`config.mk`:
```
export PLATFORM = sky130hd
export DESIGN_NAME = config_interface
export DESIGN_NICKNAME = d
export VERILOG_FILES = /design/src/rtl/config_interface.sv
export SDC_FILE = /design/constraint.sdc
export NUM_CORES = 1
export LEC_CHECK = 0
export BUFFER_PORTS_ARGS = -buffer_cell sky130_fd_sc_hd__buf_2
export CAP_MARGIN = 0
export CORE_ASPECT_RATIO = 2
export CORE_MARGIN = 3
export CORE_UTILIZATION = 50
export CTS_CLUSTER_DIAMETER = 50
export DETAILED_ROUTE_END_ITERATION = 8
export GPL_ROUTABILITY_DRIVEN = 0
export GPL_TIMING_DRIVEN = 0
export PLACE_DENSITY_LB_ADDON = 0.25
export REMOVE_ABC_BUFFERS = 1
export SLEW_MARGIN = 5
export SYNTH_ARGS = -nofsm -noshare
export SYNTH_HDL_FRONTEND = slang
export SYNTH_SLANG_ARGS = --single-unit
```
`constraint.sdc`:
```
create_clock -name clk -period 2.45 [get_ports clk]
set_input_delay 0.245 -clock clk [delete_from_list [all_inputs] [get_ports clk]]
set_output_delay 0.245 -clock clk [all_outputs]
set_load 0.1 [all_outputs]
```
`src/rtl/config_interface.sv`:
```
// config_interface: UART-framed configuration register file with read-back.
// Build option CONFIG_INTERFACE_WRITE_ECHO_EN echoes every accepted write.
module config_interface #(
  parameter int NUMREGS      = 16,
  parameter int ADDR_W       = 8,
  parameter int DATA_W       = 8,
  parameter int CLKS_PER_BIT = 16
) (
  input  logic              clk,
  input  logic              reset,
  input  logic              posi,
  output logic              piso,
  output logic [DATA_W-1:0] config_bits [0:NUMREGS-1],
  output logic [7:0]        err_count,
  output logic              rx_busy,
  output logic              tx_busy
);
  localparam int N  = ADDR_W + DATA_W + 4;
  localparam int SW = N - 2;
  localparam int CW = $clog2(CLKS_PER_BIT);
  localparam int BW = $clog2(N);

  localparam logic [CW-1:0] CNT_ONE  = CW'(1);
  localparam logic [CW-1:0] BIT_END  = CW'(CLKS_PER_BIT - 1);
  localparam logic [CW-1:0] HALF_END = CW'(CLKS_PER_BIT / 2 - 1);
  localparam logic [BW-1:0] BITS_ONE = BW'(1);
  localparam logic [BW-1:0] RX_LAST  = BW'(SW - 1);
  localparam logic [BW-1:0] TX_LAST  = BW'(N - 1);

  localparam logic [1:0] S_IDLE  = 2'd0;
  localparam logic [1:0] S_START = 2'd1;
  localparam logic [1:0] S_DATA  = 2'd2;
  localparam logic [1:0] S_STOP  = 2'd3;

  logic              sync1;
  logic              sync2;
  logic [1:0]        state;
  logic [CW-1:0]     rx_cnt;
  logic [BW-1:0]     rx_bits;
  logic [SW-1:0]     rx_sr;
  logic              eval;
  logic              stop_bit;

  logic              rx_wrb;
  logic [DATA_W-1:0] rx_data;
  logic [ADDR_W-1:0] rx_addr;
  logic              frame_ok;
  logic              wr_req;
  logic              resp_req;
  logic              load;
  logic              err_inc;
  logic [DATA_W-1:0] rd_data;
  logic [DATA_W-1:0] resp_data;
  logic [N-1:0]      resp_frame;

  logic [N-1:0]      tx_sr;
  logic [CW-1:0]     tx_cnt;
  logic [BW-1:0]     tx_bits;

  assign rx_busy = (state != S_IDLE);

  always_ff @(posedge clk) begin
    if (reset) begin
      sync1    <= 1'b1;
      sync2    <= 1'b1;
      state    <= S_IDLE;
      rx_cnt   <= '0;
      rx_bits  <= '0;
      rx_sr    <= '0;
      eval     <= 1'b0;
      stop_bit <= 1'b0;
    end else begin
      sync1 <= posi;
      sync2 <= sync1;
      eval  <= 1'b0;
      unique case (state)
        S_IDLE: begin
          if (!sync2) begin
            state  <= S_START;
            rx_cnt <= '0;
          end
        end
        S_START: begin
          if (rx_cnt == HALF_END) begin
            rx_cnt  <= '0;
            rx_bits <= '0;
            state   <= sync2 ? S_IDLE : S_DATA;
          end else begin
            rx_cnt <= rx_cnt + CNT_ONE;
          end
        end
        S_DATA: begin
          if (rx_cnt == BIT_END) begin
            rx_cnt  <= '0;
            rx_sr   <= {sync2, rx_sr[SW-1:1]};
            rx_bits <= rx_bits + BITS_ONE;
            if (rx_bits == RX_LAST) state <= S_STOP;
          end else begin
            rx_cnt <= rx_cnt + CNT_ONE;
          end
        end
        S_STOP: begin
          if (rx_cnt == BIT_END) begin
            rx_cnt   <= '0;
            stop_bit <= sync2;
            eval     <= 1'b1;
            state    <= S_IDLE;
          end else begin
            rx_cnt <= rx_cnt + CNT_ONE;
          end
        end
        default: state <= S_IDLE;
      endcase
    end
  end

  // rx_sr holds wrb, data, addr, parity with wrb at bit 0
  assign rx_wrb   = rx_sr[0];
  assign rx_data  = rx_sr[DATA_W:1];
  assign rx_addr  = rx_sr[DATA_W+ADDR_W:DATA_W+1];
  assign frame_ok = eval && stop_bit && !(^rx_sr);
  assign wr_req   = frame_ok && !rx_wrb;

  always_comb begin
    rd_data = '0;
    for (int i = 0; i < NUMREGS; i++)
      if (rx_addr == ADDR_W'(i)) rd_data = config_bits[i];
  end

`ifdef CONFIG_INTERFACE_WRITE_ECHO_EN
  logic in_range;

  always_comb begin
    in_range = 1'b0;
    for (int i = 0; i < NUMREGS; i++)
      if (rx_addr == ADDR_W'(i)) in_range = 1'b1;
  end

  assign resp_req  = frame_ok;
  assign resp_data = rx_wrb ? rd_data : (in_range ? rx_data : '0);
`else
  assign resp_req  = frame_ok && rx_wrb;
  assign resp_data = rd_data;
`endif

  assign load       = resp_req && !tx_busy;
  assign err_inc    = (eval && !frame_ok) || (resp_req && tx_busy);
  assign resp_frame = {1'b1, ^{rx_addr, resp_data, rx_wrb},
                       rx_addr, resp_data, rx_wrb, 1'b0};

  always_ff @(posedge clk) begin
    if (reset) begin
      for (int i = 0; i < NUMREGS; i++) config_bits[i] <= '0;
      err_count <= 8'd0;
    end else begin
      if (wr_req)
        for (int i = 0; i < NUMREGS; i++)
          if (rx_addr == ADDR_W'(i)) config_bits[i] <= rx_data;
      if (err_inc && err_count != 8'hFF) err_count <= err_count + 8'd1;
    end
  end

  // idle shifter is all ones so piso rests high
  assign piso = tx_sr[0];

  always_ff @(posedge clk) begin
    if (reset) begin
      tx_sr   <= '1;
      tx_cnt  <= '0;
      tx_bits <= '0;
      tx_busy <= 1'b0;
    end else if (load) begin
      tx_sr   <= resp_frame;
      tx_cnt  <= '0;
      tx_bits <= '0;
      tx_busy <= 1'b1;
    end else if (tx_busy) begin
      if (tx_cnt == BIT_END) begin
        tx_cnt  <= '0;
        tx_sr   <= {1'b1, tx_sr[N-1:1]};
        tx_bits <= tx_bits + BITS_ONE;
        if (tx_bits == TX_LAST) tx_busy <= 1'b0;
      end else begin
        tx_cnt <= tx_cnt + CNT_ONE;
      end
    end
  end

endmodule
```
# --- After elaboration in Yosys (flattened, before gate mapping) ---
# Index checks and enable logic that the tools add are counted.
classes:
  n_eq_ne: 29
  n_bitwise: 1
  n_shift: 0
  magnitude_cmp: 0
  n_mul: 0
  div: 0
  add_sub_neg: 5
  reduce_logical: 46
  n_mux: 39
op_table:
  columns: ["operator", "n"]
  rows:
  - ["8-bit two-way mux", 16]
  - ["8-bit by 4-bit equality test with 1-bit output (second input constant)", 8]
  - ["19-bit two-way mux", 3]
  - ["2-bit AND reduction", 20]
  - ["8-bit by 3-bit equality test with 1-bit output (second input constant)", 4]
  - ["18-bit XOR reduction", 1]
  - ["17-bit XOR reduction", 1]
  - ["8-bit by 2-bit equality test with 1-bit output (second input constant)", 2]
  - ["4-bit two-way mux", 4]
  - ["2-bit two-way mux", 6]
  - ["4-bit one-hot mux with 3 select lines", 1]
  - ["5-bit by 1-bit adder with 5-bit output (second input constant)", 2]
  - ["5-bit equality test (second input constant)", 2]
  - ["5-bit two-way mux", 2]
  - ["2-bit != test (second input constant)", 5]
  - ["5-bit one-hot mux with 2 select lines", 1]
  - ["4-bit by 1-bit adder with 4-bit output (second input constant)", 2]
  - ["8-bit by 1-bit adder with 8-bit output (second input constant)", 1]
  - ["4-bit equality test (second input constant)", 2]
  - ["8-bit by 1-bit equality test with 1-bit output (second input constant)", 1]
  - ["1-bit logical AND", 8]
  - ["8-bit logical NOT", 1]
  - ["8-bit != test (second input constant)", 1]
  - ["2-bit one-hot mux with 4 select lines", 1]
  - ["12 further kinds", 25]
word_totals:
  ram_bits: 0
  reg_bits: 198
  mem_bits_ro: 0
  word_cells: 149
  latchBits: 0
  out_inout_bits: 139
  input_bits: 3
  mem_count: 0

# --- Longest topological paths before layout ---
logic_depth:
  word_depth: 19
  mapped_depth: 13
  mapped_depth_nobuf: 9

# --- Worst setup path after synthesis ---
# No wires, ideal clock.
synth_path:
  path_type: "register to register"
  startpoint: "reg config_bits[37] in the netlist's numbering"
  endpoint: "reg tx_sr[18]"
  n_path_buf: 0
  path_slack_ps: -166
  arrival_time_ps: 2490
  t_required_ps: 2324
  synth_period_minus_slack_ps: 2616
  setup_ps: 126
  path_stages_with_launch: 9
  cell_sequence: "dfxtp_1 mux2_2 a32o_1 or4_1 xnor2_1 xnor2_1 xnor2_1 nor4_1 nor3_1"
synth_via:
  elab_chain_len: 7
synth_lines:
  columns: ["element", "line_no", "source"]
  rows:
  - ["start, declared", "13", "output logic [DATA_W-1:0] config_bits [0:NUMREGS-1],"]
  - ["start signal, assigned by index", "158", "if (rx_addr == ADDR_W'(i)) config_bits[i] <= rx_data;"]
  - ["8-bit two-way mux (5 in a row)", "127", "if (rx_addr == ADDR_W'(i)) rd_data = config_bits[i];"]
  - ["17-bit XOR reduction", "148", "assign resp_frame = {1'b1, ^{rx_addr, resp_data, rx_wrb},"]
  - ["19-bit two-way mux", "172", "end else if (load) begin"]
  - ["end signal, assigned", "173", "tx_sr <= resp_frame;"]
  - ["end signal, assigned", "180", "tx_sr <= {1'b1, tx_sr[N-1:1]};"]
  - ["end, declared", "56", "logic [N-1:0] tx_sr;"]
# Every way passes these cells.
# A chain may end at the register's enable or synchronous reset.

# --- Final worst setup path ---
layout_path:
  startpoint: "reg rx_sr[16]"
  endpoint: "reg config_bits[9] in the netlist's numbering"
layout_via:
  elab_chain_len: 5
  word_cells_on_any_way: 6
  cone_classes: "eq/ne (1); reduce/logical (5)"
layout_lines:
  columns: ["element", "line_no", "source"]
  rows:
  - ["start, declared", "40", "logic [SW-1:0] rx_sr;"]
  - ["start signal, assigned", "95", "rx_sr <= {sync2, rx_sr[SW-1:1]};"]
  - ["18-bit XOR reduction", "121", "assign frame_ok = eval && stop_bit && !(^rx_sr);"]
  - ["1-bit logical NOT", "121", null]
  - ["1-bit logical AND", "121", null]
  - ["1-bit logical AND", "122", "assign wr_req = frame_ok && !rx_wrb;"]
  - ["2-bit AND reduction (no source line) (*)", null, null]
# Every way passes the cells marked *; elsewhere a longest branch is shown, timed or not.

==> impl_results.md <==
* Slew @ Worst Pin at 0.889 ns
* Vias at between 8,000 and 9,000
* Startpoint types: flop
* Fmax at 371 MHz
* DR iter-0 viols at 676
* Crit path kind: flop to flop
* Synth Instances at 1,019
* # clock sinks at 198
* Routed WL at 30,200 um
* Total track usage at ~30%
* Violated checks: setup timing
* Synthesis Warnings at 0
* Fill cell count at 1,468
* WL/cell at 21.7 um
* Drt pass-1 iters at 6
* Largest net degree at the start of global routing at 101
* Worst Setup End Kind: flop
* Mapped Area at 9290 um2
* Async set-reset flop share out of synthesis at 0%
* Area of the core at 18,000 um2
* Sequential-to-total area share from yosys stat at 42.7%
* Critical path arrival at 2.99 ns
* Die area at 20,300 um2
* Die X at 102 um
* Total gr overflow at 0
* H-tree levels at 4
* Worst Path Max Fanout at 8
* Port buffer count at 141
* Clk Latency, worst-skew pair at 0.43 ns
* Slew Limit Fails at 0
* Number of global-route vias before repair at 7,905
* Post-synth EDFFs at 0
* Root buffer cell: clkbuf_16
* IO Pins at roughly 140
* Slew Limit Headroom at about two fifths
* Share of the synthesized area in the top cell type at 42.7%
* DP HPWL at 19,100 um
* Layout area overhead at 24.2%
* LEAKAGE at between 5 and 6 nW
* Req. time, crit path at 2.74 ns
* Final Power at 0.00621 W
* Area leader, netlist: dfxtp_1
* Worst-path clk slew at 0.08 ns
* Most instantiated cells after synthesis: dfxtp_1, nor2_1, mux2i_1
* First-pass GRT wire length at about 46,000 um
* CTS Buffer Depth at 2
* Starting Density at 51.5%
* Unique masters post-synth at 73
* Syn Area/Cell at ~9.1 um2
* Status: finished, violations left
* Fin. Hold Viols at 0
* CTS tree: built
* Final Non-Filler Cells at 1,390
* Vias/cell at between 6 and 7
* Total CTS buffers at 17
* Most frequent cell after synthesis: dfxtp_1
* Max IR drop VDD at a little under 0.6 mV
* Synth Register Bits at 198
* Synth area leaders: dfxtp_1, mux2i_1, nor2_1, nand2_1, clkbuf_1
* Crit share post-route at 110%
* Slowest cell on the critical path: xnor3_1
* Share of cells above drive strength 1 at between 20 and 30%
* Final setup margin at -0.249 ns
* Initial antenna violation count at 0
* Worst clock skew at around 0.012 ns
* Hold Path Class: input pin to flop
* Final setup viols at 160
* RSZ-0062 raised after global routing: yes
* Row count at 69
* Max-Cap Viols at 0
* Post-route DRC at 0
* Pwr Density at 538 nW/um2
* N_diodes at 0
* Synth Flop Type: dfxtp_1
* Number of nets in the layout at 1,173
* Die height at 199 um
* Clock period minus worst slack at 2.70 ns
* Crit path top cell by count: xnor2_2
* Cell Chain, Critical Path: xnor2_2 > xnor3_1 > xnor2_2 > xnor2_2 > nand3_2 > nor2_4 > buf_8 > buf_12 > nand3_4 > mux2i_1 > nor2_1
* Placed cells at 1,294
* Post-route antenna net violation count at 0
* Critical path's largest stage delay at 0.45 ns
## report_power, final
part	leakage (nW)	switching, W	internal [W]
sequential	1.61	0.00000517	0.00320
combinational	3.65	0.0000691	0.0000218
clock	0.287	0.00128	0.00163
## per-stage QoR
| step | hold WS [ns] | setup slack, ns | utilization, % | TNS (ns) | cell area, um2 |
|---|---|---|---|---|---|
| global route | 0.309 | -0.356 | 63.9 | -40.63 | 11500 |
| floorplan | 0.314 | -1.74 | - | -232.06 | 8950 |
| finish | 0.282 | -0.249 | 63.9 | -25.16 | 11500 |
| detailed placement | 0.407 | -2.22 | 55.4 | -268.85 | 9990 |
| CTS | 0.289 | -0.184 | 63.1 | -16.23 | 11400 |
| global placement | 0.397 | -3.38 | 55.0 | -485.28 | 9920 |
## sequential cells by signal, summed over array words and instances, names as in the netlist, named ones only
signal and cells:
sync1 1, stop_bit 1, eval 1, rx_bits 5, err_count 8, tx_busy 1
config_bits 128, rx_sr 18, state 1, tx_cnt 4, rx_cnt 4, tx_bits 5
sync2 1, tx_sr 19
## cell type report
class / instances / area, um2 / area share (%)
tap: 213 / 267 / 2.31
sequential: 198 / 4020 / 34.9
timing repair buffer: 204 / 1320 / 11.5
multi-input combinational: 731 / 5260 / 45.6
clock inverter: 12 / 166 / 1.44
inverter: 12 / 53.8 / 0.467
clock buffer: 20 / 437 / 3.79
## path summary, 6_finish.rpt
kind	from	end	slack, ns	depth (start not counted)
hold / removal	reset	config_bits[125]$_SDFFE_PP0P_	0.28	2
setup reg to reg	rx_sr[16]$_SDFFE_PP0P_	config_bits[9]$_SDFFE_PP0P_	-0.25	11
setup / recovery	rx_sr[16]$_SDFFE_PP0P_	config_bits[9]$_SDFFE_PP0P_	-0.25	11
hold reg to reg	sync1$_SDFF_PP1_	sync2$_SDFF_PP1_	0.42	1
## kinds of logic after synthesis
logic type | synth area share, %
and+or+nand+nor | 20.0
DFF | 42.7
muxes | 18.0
AOI/OAI and AO/OA | 10.5
buffers and inverters | 4.14
xor gates and xnor gates | 3.95
adders and majority gates | 0.808
## critical path, delay by kind of cell (launching register included)
kind | cells | cell delay [ns]
AND/OR/NAND/NOR | 4 | 0.64
multiplexers | 1 | 0.25
buffers and inverters | 2 | 0.26
flip-flops | 1 | 0.42
XOR/XNOR | 4 | 0.98
## cell usage in the layout (no fill, tap or decap), drive strengths merged, types with 5 or more instances in the layout
master  synthesis  routed
buf            26     203
dfxtp         198     198
nor2          178     178
mux2i         143     143
nand2          95      95
nand3          47      47
a21oi          39      39
clkbuf         55      20
xnor2          20      20
o21ai          19      19
xor2           15      15
inv            11      15
nand4          12      12
a221oi         10      10
nand2b          9      10
mux4            8       8
and3            8       8
a22oi           8       8
nor3            8       8
a21o            7       7
a31oi           7       7
nor2b           7       7
ha              6       6
and2            6       6
mux2            5       5
nor4            5       5
## routing by layer
layer  vias to the layer above  wire length [um]  track usage (%)  part of all wire (%)
met4                         0              1860             17.0                   6.2
met5                         -                 0                0                     0
met3                       119              1980             4.39                   6.6
met2                       428             15500             50.4                    51
met1                      3998             10800             34.3                    36
li1                       3861                 -                -                     -
## timing repair
item                       in CTS  in global routing
gates resized for setup        86                 20
cloned                          1                  2
setup buffers                  51                  9
hold buffers                    1                  0
pin swaps                      24                 15
setup endpoints to repair     165                166
hold endpoints to repair        1                  0
Power figures use the tool's default switching activity.
